$ cat config.mk
export PLATFORM = sky130hd
export DESIGN_NAME = pipe_stage_reg
export DESIGN_NICKNAME = d
export VERILOG_FILES = /design/src/rtl/pipe_stage_reg.sv
export SDC_FILE = /design/constraint.sdc
export NUM_CORES = 1
export LEC_CHECK = 0
export CORE_MARGIN = 1
export CORE_UTILIZATION = 33
export CTS_CLUSTER_DIAMETER = 50
export DETAILED_ROUTE_END_ITERATION = 6
export MAX_ROUTING_LAYER = met4
export SLEW_MARGIN = 20
export SYNTH_ARGS = -nofsm -noshare
export SYNTH_HDL_FRONTEND = slang
export SYNTH_SLANG_ARGS = --single-unit
$ cat constraint.sdc
create_clock -name clk -period 3.09 [get_ports clk]
set_input_delay 0.4635 -clock clk [delete_from_list [all_inputs] [get_ports clk]]
set_output_delay 0.4635 -clock clk [all_outputs]
set_load 0.02 [all_outputs]
$ cat src/rtl/pipe_stage_reg.sv
// Inter-stage pipeline register with valid/ready handshake, synchronous flush and an
// optional 2-entry skid buffer; control bits read zero on every bubble.
module pipe_stage_reg #(
    parameter int unsigned DATA_WIDTH = 32,
    parameter int unsigned CTRL_WIDTH = 12,
    parameter int unsigned SKID_EN    = 1,
    parameter int unsigned CNT_WIDTH  = 8
) (
    input  logic                  clk,
    input  logic                  rst,
    input  logic                  flush_i,
    input  logic                  in_valid_i,
    output logic                  in_ready_o,
    input  logic [CTRL_WIDTH-1:0] in_ctrl_i,
    input  logic [DATA_WIDTH-1:0] in_data_i,
    output logic                  out_valid_o,
    input  logic                  out_ready_i,
    output logic [CTRL_WIDTH-1:0] out_ctrl_o,
    output logic [DATA_WIDTH-1:0] out_data_o,
    output logic [CNT_WIDTH-1:0]  flush_cnt_o
);

    typedef enum logic [1:0] {
        EMPTY = 2'd0,
        ONE   = 2'd1,
        TWO   = 2'd2
    } state_t;

    state_t                state_q;
    state_t                state_d;
    logic                  in_xfer;
    logic                  out_xfer;
    logic                  discard;
    logic                  out_valid_d;
    logic [CTRL_WIDTH-1:0] main_ctrl_d;
    logic [DATA_WIDTH-1:0] main_data_d;
    logic [CTRL_WIDTH-1:0] skid_ctrl_q;
    logic [DATA_WIDTH-1:0] skid_data_q;
    logic [CTRL_WIDTH-1:0] skid_ctrl_d;
    logic [DATA_WIDTH-1:0] skid_data_d;

    // With a skid slot, ready depends only on occupancy; without one it must look downstream.
    if (SKID_EN != 0) begin : g_ready_skid
        assign in_ready_o = (state_q != TWO) && !flush_i;
    end else begin : g_ready_single
        assign in_ready_o = (!out_valid_o || out_ready_i) && !flush_i;
    end

    assign in_xfer  = in_valid_i && in_ready_o;
    assign out_xfer = out_valid_o && out_ready_i;
    assign discard  = flush_i && ((state_q == TWO) || ((state_q == ONE) && !out_ready_i));

    // State register
    always_ff @(posedge clk or posedge rst) begin
        if (rst) begin
            state_q <= EMPTY;
        end else begin
            state_q <= state_d;
        end
    end

    // Next state and next payload contents; flush dominates everything else.
    always_comb begin
        state_d     = state_q;
        main_ctrl_d = out_ctrl_o;
        main_data_d = out_data_o;
        skid_ctrl_d = skid_ctrl_q;
        skid_data_d = skid_data_q;
        if (flush_i) begin
            state_d     = EMPTY;
            main_ctrl_d = '0;
            skid_ctrl_d = '0;
            skid_data_d = '0;
        end else begin
            case (state_q)
                EMPTY: begin
                    if (in_xfer) begin
                        state_d     = ONE;
                        main_ctrl_d = in_ctrl_i;
                        main_data_d = in_data_i;
                    end
                end
                ONE: begin
                    if (in_xfer && out_xfer) begin
                        main_ctrl_d = in_ctrl_i;
                        main_data_d = in_data_i;
                    end else if (in_xfer) begin
                        state_d     = TWO;
                        skid_ctrl_d = in_ctrl_i;
                        skid_data_d = in_data_i;
                    end else if (out_xfer) begin
                        state_d     = EMPTY;
                        main_ctrl_d = '0;
                    end
                end
                TWO: begin
                    if (out_xfer) begin
                        state_d     = ONE;
                        main_ctrl_d = skid_ctrl_q;
                        main_data_d = skid_data_q;
                    end
                end
                default: begin
                    state_d     = EMPTY;
                    main_ctrl_d = '0;
                end
            endcase
        end
        out_valid_d = (state_d != EMPTY);
    end

    // Main output register; data keeps its last value across bubbles.
    always_ff @(posedge clk or posedge rst) begin
        if (rst) begin
            out_valid_o <= 1'b0;
            out_ctrl_o  <= '0;
            out_data_o  <= '0;
        end else begin
            out_valid_o <= out_valid_d;
            out_ctrl_o  <= main_ctrl_d;
            out_data_o  <= main_data_d;
        end
    end

    if (SKID_EN != 0) begin : g_skid
        always_ff @(posedge clk or posedge rst) begin
            if (rst) begin
                skid_ctrl_q <= '0;
                skid_data_q <= '0;
            end else begin
                skid_ctrl_q <= skid_ctrl_d;
                skid_data_q <= skid_data_d;
            end
        end
    end else begin : g_no_skid
        assign skid_ctrl_q = '0;
        assign skid_data_q = '0;
    end

    // Saturating count of flushes that threw away an untransferred entry.
    always_ff @(posedge clk or posedge rst) begin
        if (rst) begin
            flush_cnt_o <= '0;
        end else if (discard && (flush_cnt_o != '1)) begin
            flush_cnt_o <= flush_cnt_o + CNT_WIDTH'(1);
        end
    end

endmodule

==> key figures, run 1 <==
Min path
  • Hold Path Origin: skid_data_q[25]
  • Hold WC Path Type: register to register
  • Min-Delay Path Depth: 2
  • WHS Endpoint: skid_data_q[25]

Setup path
  • CP startpoint kind: register
  • Reg2reg end: out_data_o[31]
  • Worst Path Class, Setup: register to primary output
  • Crit path required time: 2.63 ns
  • Crit end category: primary output
  • CP max-delay cell: and2b_4
  • Top Family by Delay on Critical Path: simple AND/OR/NAND/NOR gates
  • Worst EP arrival: 2.06 ns
  • WP depth: 3
  • Crit path buffers/inverters: 1
  • Slowest Stage Delay on Critical Path: 0.56 ns
  • CP max FO: 26
  • R2R setup slack: 0.97 ns
  • R2R depth: 5
  • Reg2reg start: state_q[0]
  • Critical path cell sequence: and2b_4, nor2_1, clkdlybuf4s50_1

Floorplan
  • Initial core utilization: 34.20%
  • IO Pins: 103
  • Die Span Y: 122.4 microns
  • Row cnt: 43
  • Die Wd: 122.4 microns
  • Die area: 14,980 sq um
  • Core Box Area: 13,990 sq um

Global route
  • Initial antenna violation count: 0
  • First-pass GRT wire length: 18.00 mm
  • Vias in the first global route: 3,617
  • Grt ovf: 0
  • Largest net degree at the start of global routing: 53
  • GRT Resource Usage Total: 15.97%

Status
  • Status: finished clean

Synth
  • Syn nets: 523
  • Synth cell types: 39
  • Yosys reg bits: 99
  • Syn. warnings: 0
  • Adder-Cell Fraction of Synth Area: 0.2615%
  • Area fraction in compound gates after synthesis: 11.74%
  • Post-Synth XOR/XNOR Area: 0.9153%
  • Register area share after synthesis: 51.78%
  • Largest family of logic cells by synthesized area: simple AND/OR/NAND/NOR gates
  • Post-synth top area share: 51.78%
  • Synth Cell Area: 4785 sq um
  • Synth area leaders: dfrtp_1, nand2_1, mux2_4, nand2b_1, o21ai_0
  • Synth area leader: dfrtp_1
  • Post-synthesis simple-gate area fraction: 20.24%
  • Post-Synthesis Cells: 473
  • Post-synthesis mux area share: 10.56%
  • Synthesized area per cell: 10.12 sq um

Timing
  • Fin. max-slew vios: 0
  • Unrepaired setup endpoints after global routing: false
  • Skew final: 0.008486 ns
  • Min Clock Period, post-route: 2.519 ns
  • Setup TNS: 0 ns
  • Setup-failing EPs final: 0
  • Max_slew headroom: 57.87%
  • Hold Vio Cnt, Final: 0
  • Slew @ Worst Pin: 0.6320 ns
  • Fmax: 397.0 MHz
  • Min Hold Slack: 0.4822 ns
  • Final WS setup: 0.5711 ns
  • Final worst path period share: 81.52%

Placed design
  • Dpl ws: 0.7096 ns
  • Placer congestion estimate: 0.7791
  • Number of buffers inserted by port buffering: 102
  • DP HPWL: 6.998 mm

Clock network
  • CTS Hold Buffers Added: 0
  • Worst-path clk slew: 0.07 ns
  • Number of gates resized after CTS: 0
  • Worst-skew pair later-pin latency: 0.34 ns
  • Setup bufs post-CTS: 0
  • Htree depth: 3
  • Clk root buf: clkbuf_16
  • CTS Buf Count: 9
  • Deepest clock path buffer count: 2
  • CTS tree: done
  • Clk sinks: 99

Drt
  • DR pass1 iterations: 4
  • Post-route ant nets: 0
  • Vias per cell: 4.757
  • DRT iter0 DRCs: 154
  • Vias: 3,558
  • Avg WL per Cell: 14.34 microns
  • Post-Route WL: 10.73 mm
  • DRC Markers: 0

Run
  • Max_cap viols: 0

Pwr
  • Pwr dens: 648.7 nW/um^2
  • Leak: 2.782 nW
  • Peak VDD IR: 0.0004068 V

Cells and area
  • Syn-to-layout area delta: 31.33%
  • Layout cells sized above 1: 12.50%
  • Antenna Cells: 0
  • # nets final: 613
  • FILL cells: 1,337
cells in the final DEF, fill, tap and decap left out, types with 2 or more instances in the layout:
| cell type | instances |
|---|---|
| nand2_1 | 143 |
| dfrtp_1 | 99 |
| nor2_1 | 6 |
| buf_4 | 7 |
| o31ai_1 | 2 |
| mux2_2 | 4 |
| clkinv_2 | 2 |
| clkdlybuf4s50_1 | 101 |
| buf_12 | 2 |
| nand4_1 | 2 |
| nor3_1 | 3 |
| mux2_4 | 30 |
| o21ai_1 | 2 |
| bufinv_16 | 3 |
| o2bb2ai_1 | 12 |
| o21ai_0 | 42 |
| nand2b_1 | 46 |
| xor2_1 | 4 |
| a21o_1 | 2 |
| nand3_1 | 4 |
| inv_1 | 4 |
| a22oi_1 | 12 |
| a21oi_1 | 6 |
| clkbuf_16 | 9 |
sequential cells by signal (all words and copies together) (netlist names):
signal and cells:
flush_cnt_o 8, out_ctrl_o 12, out_data_o 32, out_valid_o 1, skid_ctrl_q 12, skid_data_q 32, state_q 2
cell type report:
type,instances,area [sq um],share of cell area (%)
Timing Repair Buffer,111,1109,17.64
Clock inverter,6,111.4,1.772
Inverter,5,21.27,0.3385
Multi-Input combinational cell,337,2101,33.43
Tap cell,180,225.2,3.584
Sequential cell,99,2477,39.43
Clock buffer,10,239.0,3.803
synthesized netlist by cell type, drive strengths merged:
cell / count
nand2: 143
dfrtp: 99
nand2b: 47
o21ai: 45
mux2: 34
buf: 17
clkbuf: 15
a22oi: 12
o2bb2ai: 12
a21oi: 7
nor2: 6
inv: 5
nand3: 4
xor2: 4
nor3: 3
a21o: 2
nand4: 2
o31ai: 2
a211oi: 1
a31oi: 1
and2b: 1
ha: 1
mux2i: 1
nand3b: 1
nand4b: 1
nor2b: 1
nor3b: 1
nor4: 1
o21a: 1
o21bai: 1
o221ai: 1
xnor2: 1
power breakdown:
group / total, mW / switching (mW) / internal (mW)
logic: 1.10 / 0.511 / 0.588
clock network: 1.31 / 0.489 / 0.816
registers: 1.67 / 0.164 / 1.51
how the worst max path moves through the flow:
stage / slack (ns) / to / from
6_report: 0.57 / in_ready_o / state_q[0]
5_1_grt: 0.48 / in_ready_o / state_q[0]
4_1_cts: 0.54 / in_ready_o / state_q[0]
3_5_place_dp: 0.71 / out_data_o[31] / in_valid_i
3_3_place_gp: 0.74 / out_data_o[21] / out_ready_i
2_1_floorplan: 0.04 / flush_cnt_o[0] / rst
stage by stage:
step | power, mW | cells | utilization, % | instance area [sq um]
detailed placement | 2.805 | 732 | 42.42 | 5933
finish | 4.076 | 748 | 44.92 | 6284
floorplan | 2.306 | 473 | - | 4785
global placement | 2.785 | 732 | 42.42 | 5933
CTS | 4.130 | 748 | 44.92 | 6284
global route | 4.299 | 748 | 44.92 | 6284
routing by layer:
| layer | routed length, microns | part of all wire (%) | up-vias | global-route usage (%) |
|---|---|---|---|---|
| li1 | - | - | 1742 | - |
| met1 | 5336 | 50 | 1709 | 21.07 |
| met2 | 4839 | 45 | 93 | 24.68 |
| met3 | 396 | 3.7 | 14 | 2.695 |
| met4 | 157 | 1.5 | 0 | 5.716 |
| met5 | 0 | 0 | - | - |
tightest hold or removal path, delay by kind of cell, from the launching register on:
kind / cells / cell delay (ns)
compound gates: 1 / 0.06
flops: 1 / 0.35
simple gates: 1 / 0.05
cells by family after synthesis:
group	after synthesis
simple gates	211
flops	99
compound gates	85
buf+inv	37
mux	35
xor+xnor	5
fa+ha+maj	1
Note: power is estimated with default switching activity, not from simulation.
==> run 2, diff against run 1 <==
==> constraint.sdc (replaced) <==
create_clock -name clk -period 2.3 [get_ports clk]
set_input_delay 0.345 -clock clk [delete_from_list [all_inputs] [get_ports clk]]
set_output_delay 0.345 -clock clk [all_outputs]
set_load 0.02 [all_outputs]
==> key figures, run 2 (synthesized netlist as in run 1, its figures left out) <==
Run
  • Max_cap viols: 0

Clock network
  • Deepest clock path buffer count: 2
  • Htree depth: 3
  • CTS Hold Buffers Added: 0
  • CTS tree: done
  • Clk root buf: clkbuf_16
  • Clk sinks: 99
  • Worst-path clk slew: 0.06 ns
  • CTS Buf Count: 9
  • Number of gates resized after CTS: 0
  • Setup bufs post-CTS: 0
  • Worst-skew pair later-pin latency: 0.34 ns

Floorplan
  • Core Box Area: 13,990 sq um
  • IO Pins: 103
  • Die Wd: 122.4 microns
  • Die Span Y: 122.4 microns
  • Die area: 14,980 sq um
  • Initial core utilization: 34.20%
  • Row cnt: 43

Placed design
  • Number of buffers inserted by port buffering: 102
  • Dpl cell area: 6037 sq um
  • DP HPWL: 7.379 mm
  • Placer congestion estimate: 0.7950

Setup path
  • CP startpoint kind: register
  • Crit path required time: 1.96 ns
  • Worst EP arrival: 1.83 ns
  • CP max FO: 9
  • Crit end category: primary output
  • Worst Path Class, Setup: register to primary output

Timing
  • Unrepaired setup endpoints after global routing: false
  • Min Clock Period, post-route: 2.175 ns
  • Max_slew headroom: 39.86%
  • Slew @ Worst Pin: 0.8987 ns
  • Fmax: 459.8 MHz
  • Fin. max-slew vios: 0
  • Setup TNS: 0 ns
  • Final worst path period share: 94.56%
  • Skew final: 0.005733 ns
  • Hold Vio Cnt, Final: 0
  • Min Hold Slack: 0.4460 ns
  • Setup-failing EPs final: 0

Cells and area
  • Syn-to-layout area delta: 33.05%
  • Antenna Cells: 0
  • Design area: 6366 sq um
  • Layout cells sized above 1: 13.39%
  • Most frequent cells in the layout: nand2_1, clkdlybuf4s50_1, dfrtp_1
  • Layout Utilization: 45.51%
  • # nets final: 620
  • Commonest non-fill, non-tap cell in the layout: nand2_1
  • Largest registers: out_data_o x32, skid_data_q x32
  • FILL cells: 1,330

Global route
  • Largest net degree at the start of global routing: 59
  • First-pass GRT wire length: 18.70 mm
  • GRT Resource Usage Total: 16.71%
  • Vias in the first global route: 3,690
  • Grt ovf: 0
  • Initial antenna violation count: 0

Min path
  • Hold WC Path Type: input pin to register

Pwr
  • Pwr dens: 850.3 nW/um^2
  • Leak: 2.815 nW
  • Flop pwr share: 41.4%
  • Sw frac: 28.94%
  • Psw: 1.567 mW
  • Peak VDD IR: 0.0006029 V
  • Cell Int Power: 3.847 mW
  • Clk pwr share: 30.7%
  • Power share of the combinational group: 27.9%

Drt
  • Avg WL per Cell: 14.69 microns
  • Post-Route WL: 11.09 mm
  • Vias per cell: 4.826
  • DRC Markers: 0
  • Vias: 3,644
  • DRT iter0 DRCs: 200
  • DR pass1 iterations: 7
  • Post-route ant nets: 0

Status
  • Status: finished clean
[run 2: critical path: stages (launching register included)]
cell and delay, ns:
dfrtp_1 0.51, and2b_4 0.28, nor2_1 0.09, clkdlybuf4s50_1 0.61
[run 2: metal layers]
layer	part of all wire (%)	up-vias	global-route usage, %
met5	0	-	-
met4	1.5	0	6.326
met3	4.6	12	2.788
met2	46	109	25.98
met1	48	1755	21.78
li1	-	1768	-
[run 2: worst paths after layout]
kind,endpoint,cells past startpoint,from,slack (ns)
max,in_ready_o,3,state_q[1],0.13
min,flush_cnt_o[0],3,flush_i,0.45
max reg2reg,out_data_o[21],5,state_q[1],0.43
min reg2reg,skid_data_q[12],2,skid_data_q[12],0.48
max in group asynchronous,out_data_o[1],3,rst,1.28
min in group asynchronous,flush_cnt_o[6],2,rst,0.47
[run 2: cell type report]
| class | count | area [sq um] | area share (%) |
|---|---|---|---|
| Clock buffer | 12 | 256.5 | 4.029 |
| Clock inverter | 4 | 72.57 | 1.140 |
| Inverter | 5 | 22.52 | 0.3538 |
| Multi-Input combinational cell | 337 | 2101 | 33.00 |
| Sequential cell | 99 | 2477 | 38.92 |
| Tap cell | 180 | 225.2 | 3.538 |
| Timing Repair Buffer | 118 | 1211 | 19.03 |
[run 2: power by group through the flow]
| stage | clock network, mW | logic (mW) | registers, mW |
|---|---|---|---|
| finish | 1.66 | 1.51 | 2.24 |
| global route | 1.79 | 1.63 | 2.28 |
| CTS | 1.71 | 1.53 | 2.24 |
| detailed placement | 0 | 1.53 | 2.26 |
| global placement | 0 | 1.51 | 2.26 |
| floorplan | 0 | 0.614 | 2.49 |
[run 2: per-stage QoR]
step	setup slack [ns]	cells	power (mW)
final	0.1252	755	5.413
after global routing	0.04851	755	5.698
after CTS	0.09772	755	5.482
after detailed placement	0.08823	739	3.796
after global placement	0.1503	739	3.764
after floorplan	0.5967	473	3.099
